## src/rtl/pop_adc_seq.sv

```systemverilog
// Multi-channel sequencer for an ADC128S-style SPI ADC (mode 0, address-ahead pipeline).
// Scans the channels enabled in a mask and emits channel-tagged results on a valid/ready port.
module pop_adc_seq #(
    parameter int NUM_CH   = 8,
    parameter int CH_BITS  = 3,
    parameter int DATA_W   = 12,
    parameter int FRAME_W  = 16,
    parameter int ADDR_OFS = 2,
    parameter int CLK_DIV  = 2,
    parameter int GAP_CYC  = 2
) (
    input  logic                clk_1Mhz,
    input  logic                reset,
    input  logic                start,
    input  logic                continuous,
    input  logic [NUM_CH-1:0]   ch_mask,
    output logic                spi_ssel_o,
    output logic                spi_sck_o,
    output logic                spi_mosi_o,
    input  logic                spi_miso_i,
    output logic                sample_valid,
    input  logic                sample_ready,
    output logic [DATA_W-1:0]   sample_data,
    output logic [CH_BITS-1:0]  sample_ch,
    output logic [7:0]          sample_seq,
    output logic [7:0]          overrun_cnt,
    output logic                busy
);

    typedef enum logic [2:0] {
        ST_IDLE  = 3'd0,
        ST_SETUP = 3'd1,
        ST_SHIFT = 3'd2,
        ST_HOLD  = 3'd3,
        ST_GAP   = 3'd4
    } state_t;

    localparam int CNT_MAX = (CLK_DIV > GAP_CYC) ? CLK_DIV : GAP_CYC;
    localparam int CNT_W   = $clog2(CNT_MAX + 1);
    localparam int EDGE_W  = $clog2(FRAME_W + 1);

    localparam logic [CNT_W-1:0]  DIV_LAST  = CNT_W'(CLK_DIV - 1);
    localparam logic [CNT_W-1:0]  GAP_LAST  = CNT_W'(GAP_CYC - 1);
    localparam logic [EDGE_W-1:0] EDGE_LAST = EDGE_W'(FRAME_W - 1);

    // Lowest enabled channel strictly above cur (or lowest overall when from_first);
    // the MSB of the result flags that a channel was found.
    function automatic logic [CH_BITS:0] pick_ch(input logic [NUM_CH-1:0]  m,
                                                 input logic [CH_BITS-1:0] cur,
                                                 input logic               from_first);
        logic [CH_BITS:0] r;
        r = '0;
        for (int i = NUM_CH - 1; i >= 0; i--) begin
            if (m[i] && (from_first || (i > int'(cur)))) begin
                r = {1'b1, CH_BITS'(i)};
            end
        end
        return r;
    endfunction

    function automatic logic [FRAME_W-1:0] frame_word(input logic [CH_BITS-1:0] ch);
        logic [FRAME_W-1:0] w;
        w = '0;
        w[FRAME_W-1-ADDR_OFS -: CH_BITS] = ch;
        return w;
    endfunction

    state_t               state_q, state_d;
    logic [CNT_W-1:0]     div_q, div_d;
    logic [EDGE_W-1:0]    edge_q, edge_d;
    logic                 sck_q, sck_d;
    logic                 ssel_q, ssel_d;
    logic [FRAME_W-1:0]   mosi_sr_q, mosi_sr_d;
    logic [DATA_W-1:0]    shreg_q, shreg_d;
    logic [NUM_CH-1:0]    mask_q, mask_d;
    logic [CH_BITS-1:0]   cur_ch_q, cur_ch_d;
    logic [CH_BITS-1:0]   res_ch_q, res_ch_d;
    logic                 have_res_q, have_res_d;
    logic                 last_q, last_d;
    logic                 valid_q, valid_d;
    logic [DATA_W-1:0]    data_q, data_d;
    logic [CH_BITS-1:0]   ch_q, ch_d;
    logic [7:0]           seq_q, seq_d;
    logic [7:0]           ovr_q, ovr_d;

    logic [CH_BITS:0]     next_in_scan;
    logic [CH_BITS:0]     first_new;
    logic [CH_BITS:0]     first_old;

    assign next_in_scan = pick_ch(mask_q, cur_ch_q, 1'b0);
    assign first_new    = pick_ch(ch_mask, '0, 1'b1);
    assign first_old    = pick_ch(mask_q, '0, 1'b1);

    always_ff @(posedge clk_1Mhz or posedge reset) begin
        if (reset) begin
            state_q    <= ST_IDLE;
            div_q      <= '0;
            edge_q     <= '0;
            sck_q      <= 1'b0;
            ssel_q     <= 1'b1;
            mosi_sr_q  <= '0;
            shreg_q    <= '0;
            mask_q     <= '0;
            cur_ch_q   <= '0;
            res_ch_q   <= '0;
            have_res_q <= 1'b0;
            last_q     <= 1'b0;
            valid_q    <= 1'b0;
            data_q     <= '0;
            ch_q       <= '0;
            seq_q      <= '0;
            ovr_q      <= '0;
        end else begin
            state_q    <= state_d;
            div_q      <= div_d;
            edge_q     <= edge_d;
            sck_q      <= sck_d;
            ssel_q     <= ssel_d;
            mosi_sr_q  <= mosi_sr_d;
            shreg_q    <= shreg_d;
            mask_q     <= mask_d;
            cur_ch_q   <= cur_ch_d;
            res_ch_q   <= res_ch_d;
            have_res_q <= have_res_d;
            last_q     <= last_d;
            valid_q    <= valid_d;
            data_q     <= data_d;
            ch_q       <= ch_d;
            seq_q      <= seq_d;
            ovr_q      <= ovr_d;
        end
    end

    always_comb begin
        state_d    = state_q;
        div_d      = div_q;
        edge_d     = edge_q;
        sck_d      = sck_q;
        mosi_sr_d  = mosi_sr_q;
        shreg_d    = shreg_q;
        mask_d     = mask_q;
        cur_ch_d   = cur_ch_q;
        res_ch_d   = res_ch_q;
        have_res_d = have_res_q;
        last_d     = last_q;
        valid_d    = valid_q;
        data_d     = data_q;
        ch_d       = ch_q;
        seq_d      = seq_q;
        ovr_d      = ovr_q;

        // Output port: a sample transfers in any cycle with sample_valid && sample_ready;
        // sample_valid then drops unless a new sample is loaded in that same cycle.
        if (valid_q && sample_ready) begin
            valid_d = 1'b0;
        end

        case (state_q)
            ST_IDLE: begin
                div_d  = '0;
                edge_d = '0;
                sck_d  = 1'b0;
                if (start && (|ch_mask)) begin
                    state_d    = ST_SETUP;
                    mask_d     = ch_mask;
                    cur_ch_d   = first_new[CH_BITS-1:0];
                    have_res_d = 1'b0;
                    last_d     = 1'b0;
                    mosi_sr_d  = frame_word(first_new[CH_BITS-1:0]);
                end
            end

            ST_SETUP: begin
                div_d = div_q + 1'b1;
                if (div_q == DIV_LAST) begin
                    div_d   = '0;
                    edge_d  = '0;
                    state_d = ST_SHIFT;
                end
            end

            // Rising SCLK samples MISO; falling SCLK advances MOSI.
            ST_SHIFT: begin
                div_d = div_q + 1'b1;
                if (div_q == DIV_LAST) begin
                    div_d = '0;
                    sck_d = !sck_q;
                    if (!sck_q) begin
                        shreg_d = {shreg_q[DATA_W-2:0], spi_miso_i};
                    end else begin
                        mosi_sr_d = {mosi_sr_q[FRAME_W-2:0], 1'b0};
                        edge_d    = edge_q + 1'b1;
                        if (edge_q == EDGE_LAST) begin
                            state_d = ST_HOLD;
                        end
                    end
                end
            end

            ST_HOLD: begin
                div_d = div_q + 1'b1;
                if (div_q == DIV_LAST) begin
                    div_d   = '0;
                    state_d = ST_GAP;
                    if (have_res_q) begin
                        if (!valid_q || sample_ready) begin
                            valid_d = 1'b1;
                            data_d  = shreg_q;
                            ch_d    = res_ch_q;
                            seq_d   = seq_q + 8'd1;
                        end else if (ovr_q != 8'hFF) begin
                            ovr_d = ovr_q + 8'd1;
                        end
                    end
                end
            end

            // The frame just finished carried the address whose result arrives next frame.
            ST_GAP: begin
                div_d = div_q + 1'b1;
                if (div_q == GAP_LAST) begin
                    div_d = '0;
                    if (last_q) begin
                        state_d = ST_IDLE;
                    end else begin
                        state_d    = ST_SETUP;
                        res_ch_d   = cur_ch_q;
                        have_res_d = 1'b1;
                        if (next_in_scan[CH_BITS]) begin
                            cur_ch_d = next_in_scan[CH_BITS-1:0];
                        end else if (continuous && (|ch_mask)) begin
                            mask_d   = ch_mask;
                            cur_ch_d = first_new[CH_BITS-1:0];
                        end else begin
                            cur_ch_d = first_old[CH_BITS-1:0];
                            last_d   = 1'b1;
                        end
                        mosi_sr_d = frame_word(cur_ch_d);
                    end
                end
            end

            default: begin
                state_d = ST_IDLE;
                div_d   = '0;
                sck_d   = 1'b0;
            end
        endcase

        ssel_d = !((state_d == ST_SETUP) || (state_d == ST_SHIFT) || (state_d == ST_HOLD));
    end

    assign spi_ssel_o   = ssel_q;
    assign spi_sck_o    = sck_q;
    assign spi_mosi_o   = mosi_sr_q[FRAME_W-1];
    assign sample_valid = valid_q;
    assign sample_data  = data_q;
    assign sample_ch    = ch_q;
    assign sample_seq   = seq_q;
    assign overrun_cnt  = ovr_q;
    assign busy         = (state_q != ST_IDLE);

endmodule

```

## config.mk

```make
export PLATFORM = sky130hd
export DESIGN_NAME = pop_adc_seq
export DESIGN_NICKNAME = d
export VERILOG_FILES = /design/src/rtl/pop_adc_seq.sv
export SDC_FILE = /design/constraint.sdc
export NUM_CORES = 1
export LEC_CHECK = 0
export ABC_CLOCK_PERIOD_IN_PS = 4300
export CAP_MARGIN = 20
export CORE_UTILIZATION = 55
export CTS_BUF_LIST = sky130_fd_sc_hd__clkbuf_4 sky130_fd_sc_hd__clkbuf_8 sky130_fd_sc_hd__clkbuf_16
export CTS_CLUSTER_SIZE = 25
export DETAILED_ROUTE_END_ITERATION = 10
export GPL_ROUTABILITY_DRIVEN = 0
export PLACE_DENSITY = 0.8
export SETUP_SLACK_MARGIN = 0.15
export SKIP_LAST_GASP = 1
export SLEW_MARGIN = 10
export SYNTH_ARGS = -nofsm -noshare
export SYNTH_HDL_FRONTEND = slang
export SYNTH_SLANG_ARGS = --single-unit
```

## constraint.sdc

```tcl
create_clock -name clk_1Mhz -period 4.3 [get_ports clk_1Mhz]
set_input_delay 1.075 -clock clk_1Mhz [delete_from_list [all_inputs] [get_ports clk_1Mhz]]
set_output_delay 1.075 -clock clk_1Mhz [all_outputs]
set_load 0.01 [all_outputs]
```

==> run_results.csv <==
group,metric,value,unit
status,outcome,"finished, violations left",
status,violations,"design-rule violations",
worst_hold_path,hp-class,"register to register",
synthesis,ys.flop_type,"dfrtp_1",
critical_path,path_delay_family,"simple AND/OR/NAND/NOR gates",
sta,slew_viol_final,0,
grt,grt_max_degree,28,
route,drc,4,
critical_path,critical_path.max_fanout,8,
synthesis,ys_ff_latch,77,
route,wl_per_cell,15.9,µm
synthesis,synth_edf_count,0,
floorplanning,die_w,84.3,µm
critical_path,required,4.53,ns
final_layout,antenna_cells,0,
power_and_ir_drop,power_frac_comb,5.7,%
synthesis,synthTopCellsByArea,"dfrtp_1 51%, mux2_2 9.7%, mux2_4 3.2%, nand2_1 2.7%, xnor2_1 2.6%",
floorplanning,core,6460,µm²
critical_path,slowest_delay,0.69,ns
critical_path,r2r_setup_slack,1.85,ns
floorplanning,num_rows,29,
power_and_ir_drop,power_density,310,nW/µm²
sta,maxSlewHeadroom,33.6,%
sta,period_needed,3.04,ns
power_and_ir_drop,swShare,23.9,%
critical_path,worstSetupStartpointType,"primary input",
clock_tree,cts_tree,"done",
power_and_ir_drop,clkPwrFrac,40.0,%
critical_path,worstReg2RegStart,"cur_ch_q[2]",
route,route.vias.total,2735,
synthesis,yosys.area.top_type_share,51.1,%
final_layout,seqCellArea,1930,µm²
synthesis,ys_types,55,
final_layout,final_layout_size_suffix_gt1_share,17.8,%
final_layout,multiInputGateArea,1670,µm²
final_layout,fillers,493,
clock_tree,post_cts_buffers,0,
power_and_ir_drop,p_seq_share,54.3,%
synthesis,synth-async-reset-ratio,100,%
critical_path,arrival,3.28,ns
clock_tree,htree_levels,3,
final_layout,nets,400,
route,ant_nets,0,
clock_tree,cts_repair_resize_count,0,
placement,pre_cts_slack,0.898,ns
final_layout,fin_util,68.9,%
placement,hpwl,5360,µm
worst_hold_path,worstHoldStart,"sample_seq[7]",
floorplanning,io_pins,50,
clock_tree,root_buffer,"clkbuf_8",
grt,first_global_vias,2702,
sta,fin_skew,0.00887,ns
critical_path,slowest_stage,"or4_1",
critical_path,worst-r2r-cell-count,6,
power_and_ir_drop,vdd_drop_max,0.278,mV
route,first_iter_violations,132,
sta,fin_crit_sh,70.8,%
route,wl,7370,µm
sta,worst_slack,1.26,ns
grt,grt.total_usage,22.8,%
placement,portBuffers,49,
sta,fmax,328,MHz
clock_tree,clock_path_buffers,2,
floorplanning,initial_utilization,57.6,%
floorplanning,die_h,84.3,µm
final_layout,syn2layout_area_growth,19.6,%
clock_tree,cts_inserted_buffers,9,
power_and_ir_drop,intPower,1050,µW
sta,finalSetupViolCount,0,
sta,holdWs,0.475,ns
critical_path,path_cells,"clkdlybuf4s50_1 -> or4_1 -> o21ai_2 -> nor3_4 -> o21ai_4 -> mux2_4",
grt,antenna_found_initial,0,
floorplanning,die_area,7100,µm²
power_and_ir_drop,p_leak,0.00202,µW
clock_tree,clock_latency,0.35,ns
synthesis,yosysTopAreaCell,"dfrtp_1",
critical_path,reg2reg_to,"mask_q[7]",
route,firstDrtPassIters,7,
synthesis,ys_seq_area_share,51.8,%
synthesis,syn_avg_cell_area,11.2,µm²
route,viasPerCell,5.89,
grt,grt_pass1_wl,12700,µm
critical_path,crit_type,"primary input to register",
clock_tree,cts.sinks,77,
worst_hold_path,worst_hold_path.endpoint,"sample_seq[7]",
power_and_ir_drop,switching_power,331,µW
sta,tightest_slew,0.990,ns
sta,grt_setup_unrepaired,"no",
flow_run,drv_cap,0,
sta,fin_tns_setup,0,ns
clock_tree,clk_pin_slew,0.09,ns
worst_hold_path,whs_path_depth,1,
grt,gr-total-overflow,0,
synthesis,synthCells,332,
synthesis,synth_area,3720,µm²
sta,hold_violations,0,
synthesis,synth_warnings,0,
critical_path,critPathBufInv,1,
synthesis,synthesis.nets,350,
clock_tree,cts_hold_buf,0,
critical_path,critPathCaptureType,"register",
## layout by cell type (no fill, tap or decap), types with 2 or more instances in the layout
master           count
dfrtp_1             76
clkdlybuf4s50_1     49
mux2_2              32
nand2_1             27
nor2_1              24
a21oi_1             17
o21ai_0             13
xnor2_1             11
inv_1               10
clkbuf_8             9
nand3_1              8
mux2_4               8
nor3_1               6
nand2b_1             5
xor2_1               5
or4_1                5
and3_1               5
nor2b_1              4
o21bai_1             4
nand4_1              4
a211oi_1             4
o31ai_1              4
ha_1                 4
o21ai_1              3
o21a_1               3
buf_4                3
a31oi_1              2
o22ai_1              2
nand3b_1             2
or2b_1               2
nor3b_1              2
o22a_1               2
a21o_1               2
a2111oi_0            2
inv_6                2
clkinvlp_4           2
## synthesized netlist by cell type (all sizes together), types with 5 or more instances
cell type  count
dfrtp         76
mux2          40
nand2         28
nor2          24
o21ai         18
a21oi         17
inv           11
xnor2         11
buf           10
nand3          8
nor3           7
and3           5
nand2b         5
or4            5
xor2           5
## sequential cells by signal, summed over array words and instances, names as in the netlist, 3 cells and up
signal,count
cur_ch_q,3
edge_q,5
mask_q,8
mosi_sr_q,5
overrun_cnt,8
res_ch_q,3
sample_ch,3
sample_data,12
sample_seq,8
shreg_q,12
state_q,3
## per-layer routing
metal,GRT usage (%),up-vias,wire [µm]
li1,-,1289,-
met1,30.1,1357,3300
met2,38.2,71,3680
met3,3.54,18,255
met4,8.62,0,141
met5,0,-,0
## power groups by stage
stage	combinational [µW]	clock, µW	sequential [µW]
2_1_floorplan	55.3	0	758
3_3_place_gp	76.4	0	764
3_5_place_dp	78.8	0	764
4_1_cts	79.1	562	750
5_1_grt	87.2	594	752
6_report	78.3	553	751
## final cells by class
| cell class | count | area share [%] |
|---|---|---|
| clock inverter | 6 | 1.60 |
| tap | 77 | 2.16 |
| inverter | 11 | 0.927 |
| clock buffer | 10 | 2.95 |
| multi-input combinational | 231 | 37.5 |
| sequential | 77 | 43.3 |
| timing repair buffer | 52 | 11.5 |
## stage by stage
| step | std cells | power (µW) | area [µm²] |
|---|---|---|---|
| after floorplan | 332 | 813 | 3720 |
| after global placement | 448 | 840 | 4250 |
| after detailed placement | 448 | 843 | 4250 |
| after CTS | 464 | 1390 | 4450 |
| after global routing | 464 | 1430 | 4450 |
| final | 464 | 1380 | 4450 |
## cell families (layout without fill, tap and decap cells)
| kind of cell | after synthesis | after routing | synth area share (%) |
|---|---|---|---|
| AO/OA/AOI/OAI | 67 | 67 | 12.1 |
| flip-flops | 77 | 77 | 51.8 |
| adder cells (fa/ha/maj) | 4 | 4 | 1.34 |
| buffers and inverters | 24 | 79 | 3.50 |
| multiplexers | 41 | 41 | 13.2 |
| AND/OR/NAND/NOR | 103 | 103 | 14.3 |
| XOR/XNOR | 16 | 16 | 3.76 |
## worst reg2reg max path: stages (launching register included)
cell	delay [ns]
dfrtp_1	0.60
o21ai_1	0.18
o21a_1	0.16
or4_1	0.67
nor3_4	0.24
o21ai_4	0.15
mux2_4	0.33
## how the worst max path moves through the flow
| stage | from | to | depth (start not counted) |
|---|---|---|---|
| 2_1_floorplan | reset | cur_ch_q[0] | 1 |
| 3_3_place_gp | ch_mask[0] | mask_q[1] | 6 |
| 3_5_place_dp | ch_mask[0] | mask_q[6] | 6 |
| 4_1_cts | ch_mask[0] | mask_q[3] | 6 |
| 5_1_grt | ch_mask[0] | mask_q[7] | 7 |
| 6_report | ch_mask[0] | mask_q[7] | 6 |
Power figures use the tool's default switching activity.
